[src/rtl/pattern_scan_pkg.sv]
// Shared constants and types for the byte-wise 10110 pattern scanner:
// controller and detector state encodings, widths and a saturating add.
package pattern_scan_pkg;

    localparam int BYTE_W = 8;
    localparam int CNT_W  = 2;
    localparam int HITS_W = 8;
    localparam int BIT_W  = 3;

    localparam logic [BIT_W-1:0] BIT_LAST = 3'd7;

    typedef enum logic [1:0] {
        ST_IDLE  = 2'd0,
        ST_SHIFT = 2'd1,
        ST_DONE  = 2'd2
    } ctrl_state_e;

    // Detector states are named after the longest matched prefix of 10110.
    typedef enum logic [2:0] {
        D_S0    = 3'd0,
        D_S1    = 3'd1,
        D_S10   = 3'd2,
        D_S101  = 3'd3,
        D_S1011 = 3'd4
    } det_state_e;

    function automatic logic [HITS_W-1:0] sat_add_hits(
        input logic [HITS_W-1:0] acc,
        input logic [CNT_W-1:0]  inc
    );
        logic [HITS_W:0] sum;
        sum = {1'b0, acc} + {{(HITS_W + 1 - CNT_W){1'b0}}, inc};
        return sum[HITS_W] ? {HITS_W{1'b1}} : sum[HITS_W-1:0];
    endfunction

endpackage

[src/rtl/seq10110_core.sv]
// Serial Mealy detector for 10110 with overlap; after a hit it resumes
// from S10 because the trailing "10" is also a valid prefix.
module seq10110_core
    import pattern_scan_pkg::*;
(
    input  logic clk,
    input  logic reset,
    input  logic clr,
    input  logic en,
    input  logic x,
    output logic hit
);

    det_state_e state_q;
    det_state_e state_d;

    always_comb begin
        state_d = state_q;
        hit     = 1'b0;
        if (clr) begin
            state_d = D_S0;
        end else if (en) begin
            case (state_q)
                D_S0:    state_d = x ? D_S1    : D_S0;
                D_S1:    state_d = x ? D_S1    : D_S10;
                D_S10:   state_d = x ? D_S101  : D_S0;
                D_S101:  state_d = x ? D_S1011 : D_S10;
                D_S1011: begin
                    state_d = x ? D_S1 : D_S10;
                    hit     = ~x;
                end
                default: state_d = D_S0;
            endcase
        end
    end

    always_ff @(posedge clk or posedge reset) begin
        if (reset) begin
            state_q <= D_S0;
        end else begin
            state_q <= state_d;
        end
    end

endmodule

[src/rtl/pattern_scan_ctrl.sv]
// Round-robin byte acceptor that scans each granted byte MSB-first for 10110
// and reports a per-byte hit count plus a saturating running total.
module pattern_scan_ctrl
    import pattern_scan_pkg::*;
#(
    parameter int NREQ = 2
) (
    input  logic                clk,
    input  logic                reset,
    input  logic [NREQ-1:0]     req_valid,
    input  logic [BYTE_W-1:0]   req_data0,
    input  logic [BYTE_W-1:0]   req_data1,
    output logic [NREQ-1:0]     req_ready,
    output logic                res_valid,
    output logic                res_src,
    output logic [CNT_W-1:0]    res_cnt,
    output logic [HITS_W-1:0]   total_hits,
    output logic                busy,
    output ctrl_state_e         dbg_state
);

    // Handshake: a byte moves when req_valid[i] && req_ready[i] at a rising
    // edge; req_ready is only ever raised in IDLE and is one-hot.
    ctrl_state_e         state_q,      state_d;
    logic [BYTE_W-1:0]   shreg_q,      shreg_d;
    logic [BIT_W-1:0]    bit_cnt_q,    bit_cnt_d;
    logic [CNT_W-1:0]    cnt_q,        cnt_d;
    logic                src_q,        src_d;
    logic                last_grant_q, last_grant_d;
    logic                res_valid_q,  res_valid_d;
    logic                res_src_q,    res_src_d;
    logic [CNT_W-1:0]    res_cnt_q,    res_cnt_d;
    logic [HITS_W-1:0]   total_q,      total_d;

    logic                any_valid;
    logic                grant_idx;
    logic                core_clr;
    logic                core_en;
    logic                core_hit;
    logic [CNT_W-1:0]    cnt_sum;

    assign any_valid = |req_valid;

    // Contention goes to whoever was not served last; otherwise the lone requester.
    always_comb begin
        if (&req_valid) begin
            grant_idx = ~last_grant_q;
        end else begin
            grant_idx = req_valid[1];
        end
    end

    always_comb begin
        req_ready = '0;
        if (state_q == ST_IDLE && any_valid) begin
            req_ready[grant_idx] = 1'b1;
        end
    end

    assign core_clr = (state_q == ST_IDLE) && any_valid;
    assign core_en  = (state_q == ST_SHIFT);
    assign cnt_sum  = cnt_q + {{(CNT_W - 1){1'b0}}, core_hit};

    seq10110_core u_core (
        .clk   (clk),
        .reset (reset),
        .clr   (core_clr),
        .en    (core_en),
        .x     (shreg_q[BYTE_W-1]),
        .hit   (core_hit)
    );

    always_comb begin
        state_d      = state_q;
        shreg_d      = shreg_q;
        bit_cnt_d    = bit_cnt_q;
        cnt_d        = cnt_q;
        src_d        = src_q;
        last_grant_d = last_grant_q;
        res_valid_d  = 1'b0;
        res_src_d    = res_src_q;
        res_cnt_d    = res_cnt_q;
        total_d      = total_q;

        case (state_q)
            ST_IDLE: begin
                if (any_valid) begin
                    state_d      = ST_SHIFT;
                    shreg_d      = grant_idx ? req_data1 : req_data0;
                    bit_cnt_d    = '0;
                    cnt_d        = '0;
                    src_d        = grant_idx;
                    last_grant_d = grant_idx;
                end
            end
            ST_SHIFT: begin
                shreg_d   = {shreg_q[BYTE_W-2:0], 1'b0};
                bit_cnt_d = bit_cnt_q + 1'b1;
                cnt_d     = cnt_sum;
                // The last bit's Mealy hit must be folded in here, not a cycle later.
                if (bit_cnt_q == BIT_LAST) begin
                    state_d     = ST_DONE;
                    res_valid_d = 1'b1;
                    res_src_d   = src_q;
                    res_cnt_d   = cnt_sum;
                    total_d     = sat_add_hits(total_q, cnt_sum);
                end
            end
            ST_DONE: begin
                state_d = ST_IDLE;
            end
            default: begin
                state_d = ST_IDLE;
            end
        endcase
    end

    always_ff @(posedge clk or posedge reset) begin
        if (reset) begin
            state_q      <= ST_IDLE;
            shreg_q      <= '0;
            bit_cnt_q    <= '0;
            cnt_q        <= '0;
            src_q        <= 1'b0;
            last_grant_q <= 1'b1;
            res_valid_q  <= 1'b0;
            res_src_q    <= 1'b0;
            res_cnt_q    <= '0;
            total_q      <= '0;
        end else begin
            state_q      <= state_d;
            shreg_q      <= shreg_d;
            bit_cnt_q    <= bit_cnt_d;
            cnt_q        <= cnt_d;
            src_q        <= src_d;
            last_grant_q <= last_grant_d;
            res_valid_q  <= res_valid_d;
            res_src_q    <= res_src_d;
            res_cnt_q    <= res_cnt_d;
            total_q      <= total_d;
        end
    end

    assign res_valid  = res_valid_q;
    assign res_src    = res_src_q;
    assign res_cnt    = res_cnt_q;
    assign total_hits = total_q;
    assign busy       = (state_q != ST_IDLE);
    assign dbg_state  = state_q;

endmodule

[config.mk]
export PLATFORM = sky130hd
export DESIGN_NAME = pattern_scan_ctrl
export DESIGN_NICKNAME = d
export VERILOG_FILES = /design/src/rtl/pattern_scan_pkg.sv /design/src/rtl/seq10110_core.sv /design/src/rtl/pattern_scan_ctrl.sv
export SDC_FILE = /design/constraint.sdc
export NUM_CORES = 1
export LEC_CHECK = 0
export ABC_AREA = 0
export CORE_MARGIN = 3
export CORE_UTILIZATION = 53
export DETAILED_ROUTE_END_ITERATION = 6
export HOLD_SLACK_MARGIN = 0.1
export MAX_ROUTING_LAYER = met4
export PLACE_DENSITY_LB_ADDON = 0.2
export SYNTH_ARGS = -nofsm -noshare
export SYNTH_HDL_FRONTEND = slang
export SYNTH_SLANG_ARGS = --single-unit
[constraint.sdc]
create_clock -name clk -period 5.9 [get_ports clk]
set_clock_uncertainty 0.1 [all_clocks]
set_input_delay 0.885 -clock clk [delete_from_list [all_inputs] [get_ports clk]]
set_output_delay 0.885 -clock clk [all_outputs]
set_load 0.005 [all_outputs]
---- After elaboration in Yosys (flattened, before gate mapping) ----
Cells that the tools add are included.
storage, ports and cells
  flip-flop bits (word level) ............. 32
  input port bits ......................... 20
  output and inout bits ................... 17
  logic and storage cells ................. 67
cells by class
  add/sub/neg operators ................... 3
  order comparisons ....................... 2
  equal/unequal tests ..................... 8
  mux-type cells .......................... 27
  bitwise logic cells ..................... 2
  reduce and logical (&&, ||, !) cells .... 14
operators with widths
  cell                                                        count
  two-way mux 8 bit                                           3
  case mux 8 bit (2 select lines)                             1
  two-way mux 2 bit                                           6
  two-way mux 3 bit                                           4
  case mux 3 bit (4 select lines)                             1
  AND reduction 2 bit                                         5
  adder 8 x 2 -> 9 bit                                        1
  two-way mux 1 bit                                           8
  case mux 2 bit (2 select lines)                             2
  == test 3 x 2 -> 1 bit, second input constant               2
  == test 3 bit, second input constant                        2
  case mux 3 bit (2 select lines)                             1
  nonzero test 2 bit                                          3
  OR reduction 2 bit                                          2
  adder 3 x 1 -> 3 bit, second input constant                 1
  == test 3 x 1 -> 1 bit, second input constant               1
  zero test 3 bit                                             1
  adder 2 x 1 -> 2 bit                                        1
  == test 2 x 1 -> 1 bit, second input constant               1
  logical AND 1 bit                                           2
  zero test 2 bit                                             1
  less-than comparator 1 x 2 -> 1 bit, second input constant  1
  inequality test 2 x 1 -> 1 bit, second input constant       1
  inequality test 2 bit, second input constant                1
  3 further kinds                                             4

---- Logic depth before layout (Yosys ltp) ----
  depth in word-level cells ............... 7
  gate-level depth with buffers ........... 10
  depth with buffers taken out ............ 9

---- Cells and area by module ----
From an unflattened synthesis, not the netlist that was laid out.
second synthesis, totals
  cell total of the unflattened synthesis .. 162
  area, all modules ....................... 1,697.9 µm²
modules (own cells, without submodules)
  module             times used  cells each  area an instance (µm²)  seq. area each (µm²)
  pattern_scan_ctrl  1           139         1,506.4                 726.9
  seq10110_core      1           23          191.4                   75.1

---- Worst setup path after synthesis ----
No wires, ideal clock.
  path type ............................... register to register
  start ................................... reg state_q[1] (netlist: dbg_state[1])
  end ..................................... reg total_q[3] (netlist: total_hits[3])
  setup time .............................. 0.125 ns
  data arrival time ....................... 2.466 ns
  required time ........................... 5.675 ns
  path slack .............................. 3.209 ns
  cell stages (with the launch flop) ...... 10
  buffers on the path ..................... 1
  period minus slack after synthesis ...... 2.691 ns
  cells stage by stage .................... dfrtp_1 nand2b_1 clkbuf_1 nor4_1 ha_1 ha_1 fa_1 and3_1 nand2b_1 mux2_2
on the way
  cells in the longest elaborated chain, start to end .. 6
  elaborated cells on any way between the ends .. 9
  classes of those cells .................. add/sub (2); eq/ne (1); mux (3); reduce/logical (3)
ends and longest elaborated chain
  element                                                    line                                              text
  from (decl)                                                pattern_scan_ctrl.sv:24                           ctrl_state_e state_q, state_d;
  from (signal assigned)                                     pattern_scan_ctrl.sv:131                          state_q <= state_d;
  == test 2 x 1 -> 1 bit or zero test 2 bit (tied branches)  pattern_scan_ctrl.sv:61, pattern_scan_ctrl.sv:60
  two-way mux 1 bit or logical AND 1 bit (tied branches)     seq10110_core.sv:22, pattern_scan_ctrl.sv:60
  two-way mux 1 bit *                                        seq10110_core.sv:20                               if (clr) begin
  adder 2 x 1 -> 2 bit *                                     pattern_scan_ctrl.sv:62                           assign cnt_sum = cnt_q + {{(CNT_W - 1){1'b0}}, core_hit};
  via cnt_sum[0]                                             pattern_scan_ctrl.sv:40                           logic [CNT_W-1:0] cnt_sum;
  adder 8 x 2 -> 9 bit *                                     pattern_scan_pkg.sv:32                            sum = {1'b0, acc} + {{(HITS_W + 1 - CNT_W){1'b0}}, inc};
  two-way mux 8 bit *                                        pattern_scan_pkg.sv:33                            return sum[HITS_W] ? {HITS_W{1'b1}} : sum[HITS_W-1:0];
  to (signal assigned)                                       pattern_scan_ctrl.sv:140                          total_q <= total_d;
  to (decl)                                                  pattern_scan_ctrl.sv:33                           logic [HITS_W-1:0] total_q, total_d;
The timed path passes the listed nets; every way through them passes the cells marked *.
A chain may end at the register's enable or synchronous reset.

---- Worst setup path in the final report ----
  start ................................... in req_valid[0]
  end ..................................... out req_ready[0]
on the way
  cells in the longest elaborated chain, start to end .. 7
  elaborated cells on any way between the ends .. 10
  classes of those cells .................. order compare (2); mux (4); reduce/logical (4)
ends and longest elaborated chain
  element                                                                                           line                     text
  from (decl)                                                                                       pattern_scan_ctrl.sv:10  input logic [NREQ-1:0] req_valid,
  AND reduction 2 bit                                                                               pattern_scan_ctrl.sv:46  if (&req_valid) begin
  two-way mux 1 bit                                                                                 pattern_scan_ctrl.sv:46
  less-than comparator 1 x 2 -> 1 bit (implied by the code) or >= comparator 1 bit (tied branches)  pattern_scan_ctrl.sv:56  req_ready[grant_idx] = 1'b1;
  logical AND 1 bit (implied by the code)                                                           pattern_scan_ctrl.sv:56
  two-way mux 1 bit (implied by the code)                                                           pattern_scan_ctrl.sv:56
  demux 1 bit (select 1 bit)                                                                        pattern_scan_ctrl.sv:56
  two-way mux 2 bit *                                                                               pattern_scan_ctrl.sv:55  if (state_q == ST_IDLE && any_valid) begin
  to (decl)                                                                                         pattern_scan_ctrl.sv:13  output logic [NREQ-1:0] req_ready,
Mark *: on every way between the ends. The rest lies on a longest branch, timed or not.

==> out/qor.txt <==
crit path kind: input pin to output pin
DR iter-0 viols: 60
mapped cell area: 1600 um2
area grow syn2layout: 28.8%
Die Y: 60.9 um
syn avg cell area: 10.1 um2
total CTS buffers: 5
Initial DRT Pass Iterations: 4
peak supply drop: 0.224 mV
leakage power: 0.965 nW
# Max-Cap Violations: 0
RR Startpoint: dbg_state[1]$_DFFE_PP0P_
Worst setup EP type: output pin
Cell variety after synth: 38
vias in the first global route: 1321
Max FO, Critical Path: 4
worst hold start: res_cnt[1]$_DFFE_PP0P_
syn_nets: 184
Detail Placement HPWL: 2460 um
# DRC: 0
Slew HR: 0.696
Worst-Skew Late Latency: 0.33 ns
number of antenna violations at the first check in global routing: 0
sequential-to-total area share from yosys stat: 0.503
Fmax: 0.308 GHz
FF-to-FF setup slack: 3.03 ns
Total Power: 0.789 mW
H-tree Lvls: 2
GRT Util Overall: 0.221
Finish-stage setup viols: 0
CP arrival: 2.26 ns
ant diodes: 0
WP data required: 4.91 ns
Period minus WS final: 3.24 ns
Starting Density: 0.569
element type at the critical path start: input pin
wire per inst: 15.1 um
number of placed I/O pins: 37
final hold vios: 0
ANT nets after route: 0
die width: 60.9 um
TritonCTS clock tree: yes
cts hold-fix bufs: 0
hold path cells: 2
Final Net Count: 224
RSZ-0062 raised after global routing: false
Filler Cell Count: 210
final period utilization: 0.550
Total Die Area: 3700 um2
max-slew violations: 0
hold path endpoint: res_cnt[1]$_DFFE_PP0P_
postcts setup bufs: 0
R2R depth: 8
reg2reg end: total_hits[5]$_DFFE_PP0P_
largest net degree at the start of global routing: 33
Longest Clk Path Bufs: 2
worst hold path class: register to register
CTS root buf: clkbuf_4
Pwr per Cell Area: 384 nW/um2
FF+latch count, synth: 32
layout cells sized above 1: 0.101
Final TNS setup: 0 ns
TritonCTS Sinks: 32
final wirelength: 3460 um
yosys warns: 0
global route overflow: 0
vias: 1333
hold slack: 0.378 ns
final RePlAce weighted congestion: 0.764
CORE AREA: 2810 um2
Vias/cell: 5.82
cells after synthesis: 158
number of port buffers: 36
status: finished clean
Least-Margin Pin Slew: 0.456 ns
row cnt: 19
post-cts sizing count: 0
global-route wire length before repair: 5780 um
Reg clk slew, reported paths: 0.09 ns
==> cell families after synthesis <==
family,share of synthesized area
buffers and inverters,0.0282
adders and majority gates,0.0580
DFF,0.503
and+or+nand+nor,0.190
muxes,0.0839
xor gates and xnor gates,0.00549
AOI/OAI and AO/OA,0.132
==> per-stage QoR <==
stage | instances | instance area, um2 | util | setup slack (ns)
2_1_floorplan | 158 | 1600 | - | 3.21
3_3_place_gp | 222 | 1990 | 0.709 | 2.76
3_5_place_dp | 222 | 1990 | 0.709 | 2.72
4_1_cts | 229 | 2050 | 0.732 | 2.71
5_1_grt | 229 | 2050 | 0.732 | 2.61
6_report | 229 | 2050 | 0.732 | 2.66
==> registers in the layout (all words and copies together) (netlist names) <==
signal	flops
res_valid	1
last_grant_q	1
res_cnt	2
total_hits	8
res_src	1
src_q	1
shreg_q	8
cnt_q	2
bit_cnt_q	3
dbg_state	2
u_core.state_q	3
==> layout by cell type (no fill, tap or decap), drive strengths merged, types with 3 or more instances in the layout <==
| cell type | n |
|---|---|
| mux2 | 3 |
| a22oi | 7 |
| nand3 | 4 |
| mux2i | 10 |
| nand2b | 5 |
| ha | 5 |
| o21ai | 17 |
| nor2 | 6 |
| clkbuf | 7 |
| nand2 | 29 |
| dfrtp | 31 |
| clkdlybuf4s50 | 36 |
| inv | 6 |
| a21oi | 8 |
==> critical path, cell delays in order <==
cell and delay, ns:
clkdlybuf4s50_1 0.52, nand2_1 0.07, a21oi_1 0.23, clkdlybuf4s50_1 0.56
==> where the power goes <==
part / internal, mW / total [mW] / switching, mW
clock: 0.0676 / 0.140 / 0.0724
combinational: 0.148 / 0.293 / 0.145
sequential: 0.295 / 0.356 / 0.0614
==> worst max path at each step <==
stage,start,end,slack (ns),depth (start not counted)
after floorplan,dbg_state[1]$_DFFE_PP0P_,total_hits[3]$_DFFE_PP0P_,3.21,9
after detailed placement,req_valid[1],req_ready[1],2.72,4
after global routing,req_valid[0],req_ready[0],2.61,4
after CTS,req_valid[1],req_ready[1],2.71,4
final,req_valid[0],req_ready[0],2.66,4
after global placement,req_valid[1],req_ready[1],2.76,4
==> routing by layer <==
layer  global-route usage  wire length (um)  up-vias
met5                    -                 0        -
met4                0.111                48        0
met3               0.0489               175        6
met2                0.339              1690       41
met1                0.274              1550      651
li1                     -                 -      635
==> Yosys cell counts (all sizes together) <==
cell type   n  area share
a211oi      1      0.0047
a21o        2      0.0094
a21oi       8       0.025
a221o       1      0.0063
a22oi       7       0.033
and2        1      0.0039
and2b       1      0.0063
and3        2      0.0078
and4        1      0.0055
buf         1      0.0031
clkbuf      4      0.0094
dfrtp      31        0.49
dfstp       1       0.016
fa          1       0.013
ha          5       0.039
inv         6       0.016
maj3        1      0.0063
mux2        3       0.021
mux2i      10       0.063
nand2      29       0.075
nand2b      5       0.020
nand3       4       0.013
nand3b      1      0.0047
nand4       2       0.012
nor2        6       0.016
nor3        1      0.0031
nor3b       2       0.013
nor4        2      0.0078
o21ai      17       0.053
or2         1      0.0039
xor2        1      0.0055
==> cell type report <==
class | instances | area [um2] | share of cell area
Clock buffer | 7 | 65.1 | 0.0317
Inverter | 6 | 25.0 | 0.0122
Multi-Input combinational cell | 115 | 748 | 0.364
Sequential cell | 32 | 802 | 0.390
Tap cell | 31 | 38.8 | 0.0189
Timing Repair Buffer | 38 | 375 | 0.183
No activity file was read; power rests on OpenSTA's default activity.
